$ cat config.mk
export PLATFORM = sky130hd
export DESIGN_NAME = hazard_unit_flat
export DESIGN_NICKNAME = d
export VERILOG_FILES = /design/src/rtl/hazard_if.sv /design/src/rtl/hazard_unit.sv /design/src/flat_wrapper.sv
export SDC_FILE = /design/constraint.sdc
export NUM_CORES = 1
export LEC_CHECK = 0
export BUFFER_PORTS_ARGS = -buffer_cell sky130_fd_sc_hd__buf_2
export CORE_AREA = 2 2 39 41
export DETAILED_ROUTE_END_ITERATION = 10
export DIE_AREA = 0 0 41 43
export PLACE_DENSITY_LB_ADDON = 0.3
export SLEW_MARGIN = 20
export SYNTH_ARGS = -nofsm -noshare
export SYNTH_HDL_FRONTEND = slang
export SYNTH_SLANG_ARGS = --single-unit
$ cat constraint.sdc
create_clock -name clk -period 1.22 [get_ports clk]
set_input_delay 0.122 -clock clk [delete_from_list [all_inputs] [get_ports clk]]
set_output_delay 0.122 -clock clk [all_outputs]
set_load 0.01 [all_outputs]
$ cat src/rtl/hazard_if.sv
// Hazard-unit bundle between the pipeline control (master) and hazard_unit (slave).
interface hazard_if #(
    parameter int REG_ADDR_W = 5
);
    logic                  id_ex_mem_read;
    logic [REG_ADDR_W-1:0] id_ex_rt;
    logic [REG_ADDR_W-1:0] if_id_rs;
    logic [REG_ADDR_W-1:0] if_id_rt;
    logic                  if_id_uses_rs;
    logic                  if_id_uses_rt;
    logic                  if_id_muldiv;
    logic                  muldiv_start;
    logic                  ex_redirect;
    logic                  stall_mux;
    logic                  if_id_write;
    logic                  pc_write;
    logic                  if_id_flush;
    logic                  id_ex_flush;
    logic                  muldiv_busy;

    modport master (
        output id_ex_mem_read, id_ex_rt, if_id_rs, if_id_rt, if_id_uses_rs, if_id_uses_rt,
               if_id_muldiv, muldiv_start, ex_redirect,
        input  stall_mux, if_id_write, pc_write, if_id_flush, id_ex_flush, muldiv_busy
    );

    modport slave (
        input  id_ex_mem_read, id_ex_rt, if_id_rs, if_id_rt, if_id_uses_rs, if_id_uses_rt,
               if_id_muldiv, muldiv_start, ex_redirect,
        output stall_mux, if_id_write, pc_write, if_id_flush, id_ex_flush, muldiv_busy
    );
endinterface

$ cat src/rtl/hazard_unit.sv
// Pipeline hazard unit: multi-cycle load-use interlock, branch flush, mult/div interlock.
// Optional feature macro: HAZARD_MULDIV_EN builds the mult/div occupancy counter.
module hazard_unit #(
    parameter int REG_ADDR_W        = 5,
    parameter int LOAD_STALL_CYCLES = 1,
    parameter int MULDIV_CYCLES     = 32
) (
    input logic     clk,
    input logic     rst,
    hazard_if.slave hif
);
    typedef enum logic {IDLE, LOAD_HOLD} state_t;

    state_t                state_q, state_d;
    logic [2:0]            load_cnt_q, load_cnt_d;
    logic [REG_ADDR_W-1:0] ld_rt;
    logic                  load_hit;
    logic                  muldiv_hit;
    logic                  busy;
    logic                  stall;

    assign ld_rt = hif.id_ex_rt;

    // $0 is hardwired to zero, so a load targeting it never produces a value to wait for.
    always_comb begin
        load_hit = hif.id_ex_mem_read && (ld_rt != '0) &&
                   ((hif.if_id_uses_rs && (hif.if_id_rs == ld_rt)) ||
                    (hif.if_id_uses_rt && (hif.if_id_rt == ld_rt)));
    end

`ifdef HAZARD_MULDIV_EN
    logic [5:0] muldiv_cnt_q, muldiv_cnt_d;

    always_comb begin
        muldiv_cnt_d = muldiv_cnt_q;
        if (muldiv_cnt_q != 6'd0)
            muldiv_cnt_d = muldiv_cnt_q - 6'd1;
        else if (hif.muldiv_start)
            muldiv_cnt_d = 6'(MULDIV_CYCLES);
    end

    always_ff @(posedge clk or posedge rst) begin
        if (rst)
            muldiv_cnt_q <= 6'd0;
        else
            muldiv_cnt_q <= muldiv_cnt_d;
    end

    assign busy       = (muldiv_cnt_q != 6'd0);
    assign muldiv_hit = hif.if_id_muldiv && busy;
`else
    logic unused_muldiv;

    assign unused_muldiv = ^{hif.if_id_muldiv, hif.muldiv_start, 6'(MULDIV_CYCLES)};
    assign busy          = 1'b0;
    assign muldiv_hit    = 1'b0;
`endif

    assign stall = load_hit || muldiv_hit || (state_q == LOAD_HOLD);

    // A redirect squashes the instruction being held, so any remaining bubbles are moot.
    always_comb begin
        state_d    = state_q;
        load_cnt_d = load_cnt_q;
        if (hif.ex_redirect) begin
            state_d    = IDLE;
            load_cnt_d = 3'd0;
        end else begin
            case (state_q)
                IDLE: begin
                    if (load_hit && (LOAD_STALL_CYCLES > 1)) begin
                        state_d    = LOAD_HOLD;
                        load_cnt_d = 3'(LOAD_STALL_CYCLES - 1);
                    end
                end
                LOAD_HOLD: begin
                    if (load_cnt_q <= 3'd1) begin
                        state_d    = IDLE;
                        load_cnt_d = 3'd0;
                    end else begin
                        load_cnt_d = load_cnt_q - 3'd1;
                    end
                end
                default: begin
                    state_d    = IDLE;
                    load_cnt_d = 3'd0;
                end
            endcase
        end
    end

    always_ff @(posedge clk or posedge rst) begin
        if (rst) begin
            state_q    <= IDLE;
            load_cnt_q <= 3'd0;
        end else begin
            state_q    <= state_d;
            load_cnt_q <= load_cnt_d;
        end
    end

    // Outputs are gated by rst so they take reset values immediately, not at the next edge.
    always_comb begin
        hif.stall_mux   = 1'b0;
        hif.if_id_write = 1'b1;
        hif.pc_write    = 1'b1;
        hif.if_id_flush = 1'b0;
        hif.id_ex_flush = 1'b0;
        hif.muldiv_busy = 1'b0;
        if (!rst) begin
            hif.muldiv_busy = busy;
            if (hif.ex_redirect) begin
                hif.if_id_flush = 1'b1;
                hif.id_ex_flush = 1'b1;
            end else if (stall) begin
                hif.stall_mux   = 1'b1;
                hif.if_id_write = 1'b0;
                hif.pc_write    = 1'b0;
            end
        end
    end
endmodule

$ cat src/flat_wrapper.sv
// flat-port wrapper written by rule: the top's interface ports become plain ports
module hazard_unit_flat 
#(
    parameter int REG_ADDR_W        = 5,
    parameter int LOAD_STALL_CYCLES = 1,
    parameter int MULDIV_CYCLES     = 32
)
  (clk, rst, hif_id_ex_mem_read, hif_id_ex_rt, hif_if_id_rs, hif_if_id_rt, hif_if_id_uses_rs, hif_if_id_uses_rt, hif_if_id_muldiv, hif_muldiv_start, hif_ex_redirect, hif_stall_mux, hif_if_id_write, hif_pc_write, hif_if_id_flush, hif_id_ex_flush, hif_muldiv_busy);
  hazard_if #(.REG_ADDR_W(REG_ADDR_W)) hif_i ();
  input logic clk;
  input logic rst;
  input wire logic [$bits(hif_i.id_ex_mem_read)-1:0] hif_id_ex_mem_read;
  input wire logic [$bits(hif_i.id_ex_rt)-1:0] hif_id_ex_rt;
  input wire logic [$bits(hif_i.if_id_rs)-1:0] hif_if_id_rs;
  input wire logic [$bits(hif_i.if_id_rt)-1:0] hif_if_id_rt;
  input wire logic [$bits(hif_i.if_id_uses_rs)-1:0] hif_if_id_uses_rs;
  input wire logic [$bits(hif_i.if_id_uses_rt)-1:0] hif_if_id_uses_rt;
  input wire logic [$bits(hif_i.if_id_muldiv)-1:0] hif_if_id_muldiv;
  input wire logic [$bits(hif_i.muldiv_start)-1:0] hif_muldiv_start;
  input wire logic [$bits(hif_i.ex_redirect)-1:0] hif_ex_redirect;
  output wire logic [$bits(hif_i.stall_mux)-1:0] hif_stall_mux;
  output wire logic [$bits(hif_i.if_id_write)-1:0] hif_if_id_write;
  output wire logic [$bits(hif_i.pc_write)-1:0] hif_pc_write;
  output wire logic [$bits(hif_i.if_id_flush)-1:0] hif_if_id_flush;
  output wire logic [$bits(hif_i.id_ex_flush)-1:0] hif_id_ex_flush;
  output wire logic [$bits(hif_i.muldiv_busy)-1:0] hif_muldiv_busy;
  assign hif_i.id_ex_mem_read = hif_id_ex_mem_read;
  assign hif_i.id_ex_rt = hif_id_ex_rt;
  assign hif_i.if_id_rs = hif_if_id_rs;
  assign hif_i.if_id_rt = hif_if_id_rt;
  assign hif_i.if_id_uses_rs = hif_if_id_uses_rs;
  assign hif_i.if_id_uses_rt = hif_if_id_uses_rt;
  assign hif_i.if_id_muldiv = hif_if_id_muldiv;
  assign hif_i.muldiv_start = hif_muldiv_start;
  assign hif_i.ex_redirect = hif_ex_redirect;
  assign hif_stall_mux = hif_i.stall_mux;
  assign hif_if_id_write = hif_i.if_id_write;
  assign hif_pc_write = hif_i.pc_write;
  assign hif_if_id_flush = hif_i.if_id_flush;
  assign hif_id_ex_flush = hif_i.id_ex_flush;
  assign hif_muldiv_busy = hif_i.muldiv_busy;
  hazard_unit #(.REG_ADDR_W(REG_ADDR_W), .LOAD_STALL_CYCLES(LOAD_STALL_CYCLES), .MULDIV_CYCLES(MULDIV_CYCLES)) u_core (.clk(clk), .rst(rst), .hif(hif_i));
endmodule
==> impl_metrics.json <==
{
  "setup_viol": 3,
  "endpoint_kind": "output port",
  "vdd_drop_max_uv": 402,
  "violations": "negative setup slack",
  "drive_gt1_share_pct": 48.8,
  "grt_max_degree": 6,
  "ys_ff_latch": 4,
  "layout.nets": 107,
  "wl_per_cell_um": 10.7,
  "synth_edf_count": 0,
  "start_util_pct": 27.5,
  "yosys.area.top_type": "dfrtp_1",
  "post-synth-top-count-cell": "xnor2_1",
  "rows": 14,
  "cp.arrival_ps": 1220,
  "syn_avg_cell_area_um2": 8.09,
  "drc": 0,
  "ys_warn_count": 0,
  "fin_hold_ws_ps": 212,
  "fin_tns_setup_ps": -352,
  "worst-setup-path-type": "input port to output port",
  "synth-seq-area-share_pct": 26.3,
  "antennaDiodeCount": 0,
  "hold_class": "input port to register",
  "clockRootBuffer": "clkbuf_4",
  "synth_top_area_share_pct": 26.3,
  "grtUsageTotal_pct": 12.2,
  "cts.htree.levels": 1,
  "finalWirelength_um": 1030,
  "finalCritPeriodShare_pct": 110,
  "fin_ws_ps": -126,
  "io_pins": 29,
  "fmax_ghz": 0.743,
  "path_clk_slew_ps": 40,
  "status": "finished, violations left",
  "multiInputGateArea_um2": 258,
  "hpwlAfterDp_um": 794,
  "synthToLayoutAreaGrowth_pct": 61.8,
  "worstPathRequired_ps": 1100,
  "grt_pass1_vias": 393,
  "gp_congestion": 0.632,
  "drt-pass1-iter-count": 3,
  "rsz0062_at_grt": "true",
  "viasPerCell": 4.38,
  "power_leakage_uw": 0.000307,
  "syn_area_um2": 380,
  "clockBufferDepth": 2,
  "critPathMaxFanout": 2,
  "ant_nets": 0,
  "grt_overflow_total": 0,
  "crit_path_start_kind": "input port",
  "core_um2": 1380,
  "die_h_um": 43,
  "p_per_area_nw_per_um2": 670,
  "synth_fp_nets": 72,
  "antenna_found_initial": 0,
  "seq_area_um2": 100,
  "cts-buffers-inserted": 3,
  "synth-main-ff-cell": "dfrtp_1",
  "skew_ps": 0.649,
  "cts_tree": "yes",
  "drt_iter0_drc": 1,
  "grt_pass1_wl_um": 1460,
  "synthCells": 47,
  "die_w_um": 41,
  "ys_types": 18,
  "layout.cells.non_filler": 96,
  "clk_latency_ps": 230,
  "port_buffers": 25,
  "die-area_um2": 1760,
  "ys_top_cells_by_area": "dfrtp_1, xnor2_1, ha_1, buf_4, o21ai_0",
  "placed_cells": 91,
  "n_fill_cell": 139,
  "synth_common_cells": "xnor2_1, nand2_1, dfrtp_1, inv_1, o21ai_0",
  "report.final.slew_viol_count": 0,
  "drv_cap": 0,
  "synthArstFlopShare_pct": 100,
  "finalCriticalPeriod_ps": 1350,
  "finalHoldViolCount": 0,
  "num_vias": 420,
  "numClockSinks": 4
}
[what timing repair did]
action                                  4_1_cts  5_1_grt
gates resized for setup                       1        5
gates cloned                                  0        0
pin swaps                                     1        0
endpoints found under the setup margin        3        6
hold endpoints to repair                      4        0
hold buffers                                  1        0
buffers inserted                              0        1
[report_power, final]
part	internal, µW	switching (µW)
sequential	133	0
clock	110	51.9
combinational	66.7	50.2
[state kept, by name, summed over array words and instances (netlist names)]
register	count
u_core.load_cnt_q	3
u_core.state_q	1
[placed cells by master, fill, tap and decap left out, types with 2 or more instances in the layout]
master,synthesis,routed
dfrtp_1,4,4
clkbuf_4,0,3
ha_1,2,2
nand2_1,5,5
nor2_1,2,2
buf_6,0,2
buf_4,3,7
nand4_1,2,2
xnor2_1,10,10
nor2b_1,2,2
inv_1,4,3
o21ai_0,4,3
buf_2,0,23
[worst paths after layout]
check,from,to,slack [ps],cells after the start
min in group asynchronous,rst,u_core.load_cnt_q[2],340,3
worst max register to register,u_core.load_cnt_q[0],u_core.load_cnt_q[1],80,5
worst min-delay path,hif_ex_redirect,u_core.load_cnt_q[2],210,4
worst max-delay path,hif_id_ex_rt[1],hif_stall_mux,-130,5
worst min register to register,u_core.load_cnt_q[1],u_core.load_cnt_q[1],510,2
max in group asynchronous,rst,u_core.load_cnt_q[1],730,3
[routing by layer]
layer | track usage [%] | part of all wire, % | vias to the layer above
met5 | 0 | 0 | -
met4 | 8.00 | 0 | 0
met3 | 0.524 | 11 | 0
met2 | 20.3 | 50 | 21
met1 | 14.0 | 40 | 178
li1 | - | - | 221
[per-stage QoR]
stage / setup WS (ps) / area (µm²) / power (µW) / utilization [%]
after floorplan: -39.4 / 385 / 188 / -
after global placement: -125 / 553 / 243 / 40.0
after detailed placement: -141 / 553 / 243 / 40.0
after CTS: -134 / 592 / 420 / 42.8
after global routing: -181 / 616 / 443 / 44.5
final: -126 / 616 / 412 / 44.5
[worst max-delay path, stage by stage]
cell and delay, ps:
buf_6 90, or3_1 360, o311a_1 320, a22o_1 200, buf_2 130
[area by class of cell]
class / count / share of cell area, %
clock buffer: 3 / 3.66
inverter: 4 / 2.44
multi-input combinational: 36 / 41.9
sequential: 4 / 16.3
tap: 16 / 3.25
timing repair buffer: 33 / 32.5
[cells by family after synthesis]
group,share of synthesized area (%)
compound gates,16.4
buf+inv,9.87
other cells,0.986
flops,26.3
xor+xnor,23.0
simple gates,16.8
fa+ha+maj,6.58
Power figures use the tool's default switching activity.
